**src/rtl/fifo_wr_arbiter.sv**
```systemverilog
// Round-robin arbiter sharing one FIFO write port among NUM_REQ producers, throttled on almost-full.
// Define FIFO_WR_ARB_BURST_EN to hold a grant for up to MAX_BURST words; otherwise one word per grant.
module fifo_wr_arbiter #(
    parameter int unsigned NUM_REQ   = 4,
    parameter int unsigned WIDTH     = 8,
    parameter int unsigned MAX_BURST = 4
) (
    input  logic                       i_Clk,
    input  logic                       i_Rst_L,
    input  logic [NUM_REQ-1:0]         i_Req_DV,
    input  logic [NUM_REQ*WIDTH-1:0]   i_Req_Data,
    output logic [NUM_REQ-1:0]         o_Req_Ack,
    output logic [NUM_REQ-1:0]         o_Grant,
    output logic                       o_Busy,
    output logic                       o_Wr_DV,
    output logic [WIDTH-1:0]           o_Wr_Data,
    input  logic                       i_Full,
    input  logic                       i_AF_Flag
);

    localparam int unsigned PtrW = (NUM_REQ > 1) ? $clog2(NUM_REQ) : 1;

    if (NUM_REQ < 2 || MAX_BURST < 1) begin : g_bad_param
        $error("fifo_wr_arbiter: NUM_REQ must be >= 2 and MAX_BURST >= 1");
    end

    typedef enum logic [0:0] {StIdle, StGrant} state_e;

    state_e             state_q, state_d;
    logic [PtrW-1:0]    ptr_q, ptr_d;
    logic [NUM_REQ-1:0] grant_q, grant_d;
    logic               wr_dv_q, wr_dv_d;
    logic [WIDTH-1:0]   wr_data_q, wr_data_d;

    logic               stall;
    logic               acked;
    logic               last_ack;
    logic               owner_dv;
    logic [WIDTH-1:0]   owner_data;
    logic [NUM_REQ-1:0] ack;
    logic               pick_found;
    logic [PtrW-1:0]    pick_idx;

    assign stall    = i_AF_Flag | i_Full;
    assign owner_dv = |(grant_q & i_Req_DV);
    assign ack      = (state_q == StGrant && !stall) ? (grant_q & i_Req_DV) : '0;
    assign acked    = |ack;

    always_comb begin
        owner_data = '0;
        for (int unsigned n = 0; n < NUM_REQ; n++) begin
            if (grant_q[n]) begin
                owner_data = owner_data | i_Req_Data[n*WIDTH +: WIDTH];
            end
        end
    end

    // Round-robin search starting one past the last owner, wrapping around.
    always_comb begin
        int unsigned idx;
        idx        = 0;
        pick_found = 1'b0;
        pick_idx   = ptr_q;
        for (int unsigned i = 1; i <= NUM_REQ; i++) begin
            idx = (32'(ptr_q) + i) % NUM_REQ;
            if (!pick_found && i_Req_DV[idx]) begin
                pick_found = 1'b1;
                pick_idx   = PtrW'(idx);
            end
        end
    end

`ifdef FIFO_WR_ARB_BURST_EN
    localparam int unsigned CntW = $clog2(MAX_BURST + 1);

    logic [CntW-1:0] burst_q, burst_d;

    assign last_ack = acked && (burst_q == CntW'(MAX_BURST - 1));

    always_comb begin
        burst_d = burst_q;
        if (state_q == StIdle) begin
            burst_d = '0;
        end else if (acked) begin
            burst_d = burst_q + 1'b1;
        end
    end

    always_ff @(posedge i_Clk or negedge i_Rst_L) begin
        if (!i_Rst_L) begin
            burst_q <= '0;
        end else begin
            burst_q <= burst_d;
        end
    end
`else
    assign last_ack = acked;
`endif

    always_comb begin
        state_d   = state_q;
        ptr_d     = ptr_q;
        grant_d   = grant_q;
        wr_dv_d   = 1'b0;
        wr_data_d = wr_data_q;
        unique case (state_q)
            StIdle: begin
                if (pick_found) begin
                    grant_d           = '0;
                    grant_d[pick_idx] = 1'b1;
                    ptr_d             = pick_idx;
                    state_d           = StGrant;
                end
            end
            StGrant: begin
                if (acked) begin
                    wr_dv_d   = 1'b1;
                    wr_data_d = owner_data;
                end
                // A dropped DV releases even while stalled.
                if (!owner_dv || last_ack) begin
                    grant_d = '0;
                    state_d = StIdle;
                end
            end
            default: begin
                grant_d = '0;
                state_d = StIdle;
            end
        endcase
    end

    always_ff @(posedge i_Clk or negedge i_Rst_L) begin
        if (!i_Rst_L) begin
            state_q   <= StIdle;
            ptr_q     <= PtrW'(NUM_REQ - 1);
            grant_q   <= '0;
            wr_dv_q   <= 1'b0;
            wr_data_q <= '0;
        end else begin
            state_q   <= state_d;
            ptr_q     <= ptr_d;
            grant_q   <= grant_d;
            wr_dv_q   <= wr_dv_d;
            wr_data_q <= wr_data_d;
        end
    end

    assign o_Req_Ack = ack;
    assign o_Grant   = grant_q;
    assign o_Busy    = (state_q == StGrant);
    assign o_Wr_DV   = wr_dv_q;
    assign o_Wr_Data = wr_data_q;

endmodule

```
**config.mk**
```make
export PLATFORM = sky130hd
export DESIGN_NAME = fifo_wr_arbiter
export DESIGN_NICKNAME = d
export VERILOG_FILES = /design/src/rtl/fifo_wr_arbiter.sv
export SDC_FILE = /design/constraint.sdc
export NUM_CORES = 1
export LEC_CHECK = 0
export BUFFER_PORTS_ARGS = -buffer_cell sky130_fd_sc_hd__buf_2
export CORE_UTILIZATION = 38
export CTS_CLUSTER_SIZE = 28
export DETAILED_ROUTE_END_ITERATION = 7
export GPL_TIMING_DRIVEN = 0
export PLACE_DENSITY = 0.75
export SLEW_MARGIN = 5
export SYNTH_ARGS = -nofsm -noshare
export SYNTH_HDL_FRONTEND = slang
export SYNTH_SLANG_ARGS = --single-unit
```
**constraint.sdc**
```tcl
create_clock -name i_Clk -period 1.6 [get_ports i_Clk]
set_input_delay 0.08 -clock i_Clk [delete_from_list [all_inputs] [get_ports i_Clk]]
set_output_delay 0.08 -clock i_Clk [all_outputs]
set_load 0.05 [all_outputs]
```
==> results_dict.tcl <==
set metrics [dict create \
    status "complete, no violations" \
    drive_gt1_share_pct 52.4 \
    die_y_um 51.5 \
    yosysUniqueCellTypes 30 \
    fp-row-count 17 \
    syn-cell-area_um2 930 \
    fmax_mhz 645 \
    io_buffers 57 \
    hold_class "in2reg" \
    syn_to_final_growth_pct 49.5 \
    routabilityCongestion 0.800 \
    start_util_pct 41.2 \
    grt_antenna_before_repair 0 \
    drt_iter0_markers 32 \
    dp.cells 186 \
    viasPerCell 5.55 \
    numClockSinks 16 \
    seq_area_frac_synth_pct 43.3 \
    synth_top_area_share_pct 37.7 \
    cp.arrival_ps 1750 \
    wl_mm 2.70 \
    first_pass_iters 4 \
    dp.final_hpwl_mm 1.97 \
    setup_viol 0 \
    ys_ff_latch 16 \
    clockRootBuffer "clkbuf_4" \
    grt_pass1_vias 1010 \
    cts_buffers 3 \
    antenna_cells 0 \
    grt_overflow_total 0 \
    power.density_nw_per_um2 2060 \
    post_drt_wl_per_cell_um 14.1 \
    io_pins 58 \
    drc 0 \
    fin_cells 192 \
    die_area_um2 2650 \
    relSlewSlack_pct 76.8 \
    die_x_um 51.5 \
    yosys.area.top_type "dfrtp_1" \
    h-tree-depth 1 \
    crit_path_end_kind "flip-flop" \
    ys_warn_count 0 \
    required_ps 1800 \
    ant_nets 0 \
    worst_clock_skew_ps 9.97 \
    syn_area_per_cell_um2 9.20 \
    drv_cap 0 \
    place_ws_ps -194 \
    worst-path-max-fanout 7 \
    final.min_clock_period_ps 1550 \
    start_kind "flip-flop" \
    tritoncts "yes" \
    vdd.ir_drop.worst_mv 1.36 \
    dpl_cell_area_um2 1270 \
    netlist_instances 101 \
    fin_total_pwr_mw 2.86 \
    period_share_pct 97.0 \
    cts_max_path_buffers 2 \
    p_leak_nw 0.657 \
    hold_viol_final 0 \
    core_um2 2250 \
    yosys-top-cells-area "dfrtp_1 (38%), a22oi_1 (13%), nor2_1 (6.5%)" \
    via_count 1066 \
    grt_pass1_wl_mm 4.30 \
    grt_util_all_layers_pct 22.3 \
    final_area_um2 1390 \
    synth_nets 141 \
    slew_violations 0 \
    tightest_slew_ps 348 \
    nets 205 \
    setup_slack_ps 48.5 \
    path_class "reg2reg" \
    cts.clk_slew.worst_paths_ps 90 \
    grt_max_degree 17 \
    insertion_delay_ps 290 \
]
## worst max-delay path, cell delays in order (launching register included)
cell and delay [ps]:
dfrtp_2 370, or3b_4 450, a41oi_4 220, buf_12 150, buf_6 100, nor2_2 30, a31oi_1 150
## path summary, 6_finish.rpt
kind                           endpoint  cells past startpoint            from  slack (ps)
min                        o_Wr_Data[7]                      3  i_Req_Data[31]         110
max                        o_Wr_Data[3]                      6          o_Busy          50
min in group asynchronous  o_Wr_Data[7]                      2         i_Rst_L         220
max in group asynchronous      ptr_q[0]                      2         i_Rst_L        1080
max reg2reg                o_Wr_Data[3]                      6          o_Busy          50
min reg2reg                o_Wr_Data[4]                      2    o_Wr_Data[4]         560
## power by group
part	leakage, nW	total [mW]	internal (mW)	switching (mW)
Combinational	0.446	1.72	0.569	1.15
Clock	0.0210	0.262	0.139	0.124
Sequential	0.189	0.881	0.631	0.250
Total	0.657	2.86	1.34	1.53
## flip-flops by register name, indices dropped and copies added, names as in the netlist
| register | cells |
|---|---|
| o_Wr_DV | 1 |
| o_Grant | 4 |
| o_Busy | 1 |
| o_Wr_Data | 8 |
| ptr_q | 2 |
## Yosys cell counts (all sizes together)
cell and n:
a21bo 1, a21o 1, a21oi 2, a22oi 16, a31oi 9, a32oi 2
a41oi 1, and3 1, buf 3, clkbuf 3, dfrtp 14, dfstp 2
inv 8, mux2i 1, nand2 6, nand2b 2, nand3 1, nand4 1
nor2 17, o211a 1, o211ai 1, o21a 1, o21ai 1, o22ai 4
or2 1, or3b 1
## per-stage QoR
stage	util (%)	setup TNS, ps	hold slack [ps]
2_1_floorplan	-	-709	-216
3_3_place_gp	56.3	-1500	6.43
3_5_place_dp	56.3	-1590	8.30
4_1_cts	59.5	0	105
5_1_grt	61.7	-51.3	121
6_report	61.7	0	114
## layout by cell type (no fill, tap or decap)
master         instances
a21bo_2                1
a21o_1                 1
a21oi_1                2
a22oi_1               16
a31oi_1                7
a31oi_2                2
a32oi_1                2
a41oi_4                1
and3_1                 1
buf_12                 1
buf_2                 54
buf_4                  5
buf_6                  2
buf_8                  1
clkbuf_16              1
clkbuf_4               3
clkbuf_8               1
dfrtp_1               10
dfrtp_2                4
dfstp_2                2
dlygate4sd3_1          1
inv_1                  8
mux2i_1                1
nand2_1                6
nand2b_1               2
nand3_1                1
nand4_1                1
nor2_1                11
nor2_2                 5
nor2_4                 1
o211a_1                1
o211ai_1               1
o21a_1                 1
o21ai_0                1
o22ai_1                4
or2_2                  1
or3b_4                 1
## routing by layer
metal	part of all wire (%)	routed length, µm	global-route usage, %
met3	7.7	209	5.06
met1	41	1120	24.4
met2	49	1340	41.3
met5	0	0	0
met4	1.6	43	8.11
## what timing repair did
item | CTS | global route
resized for setup | 5 | 4
cloned | 0 | 1
pin swaps | 0 | 0
hold buffers | 1 | 0
buffers inserted | 3 | 1
hold endpoints to repair | 16 | 0
setup endpoints to repair | 17 | 15
## logic make-up (layout without fill, tap and decap cells)
logic type,after synthesis,after routing,share of synthesized area (%)
AO/OA/AOI/OAI,40,40,33.4
AND/OR/NAND/NOR,30,30,14.4
flip-flops,16,16,43.3
buffers and inverters,14,77,7.81
multiplexers,1,1,1.08
## final cells by class
cell class	count	area [µm²]
clock buffers	4	36.3
flip-flops and latches	16	408
repair buffers	63	380
fillers	200	865
inverters	8	30.0
plain buffers	2	20.0
well taps	28	35.0
multi-input cells	71	480
Power figures use the tool's default switching activity.
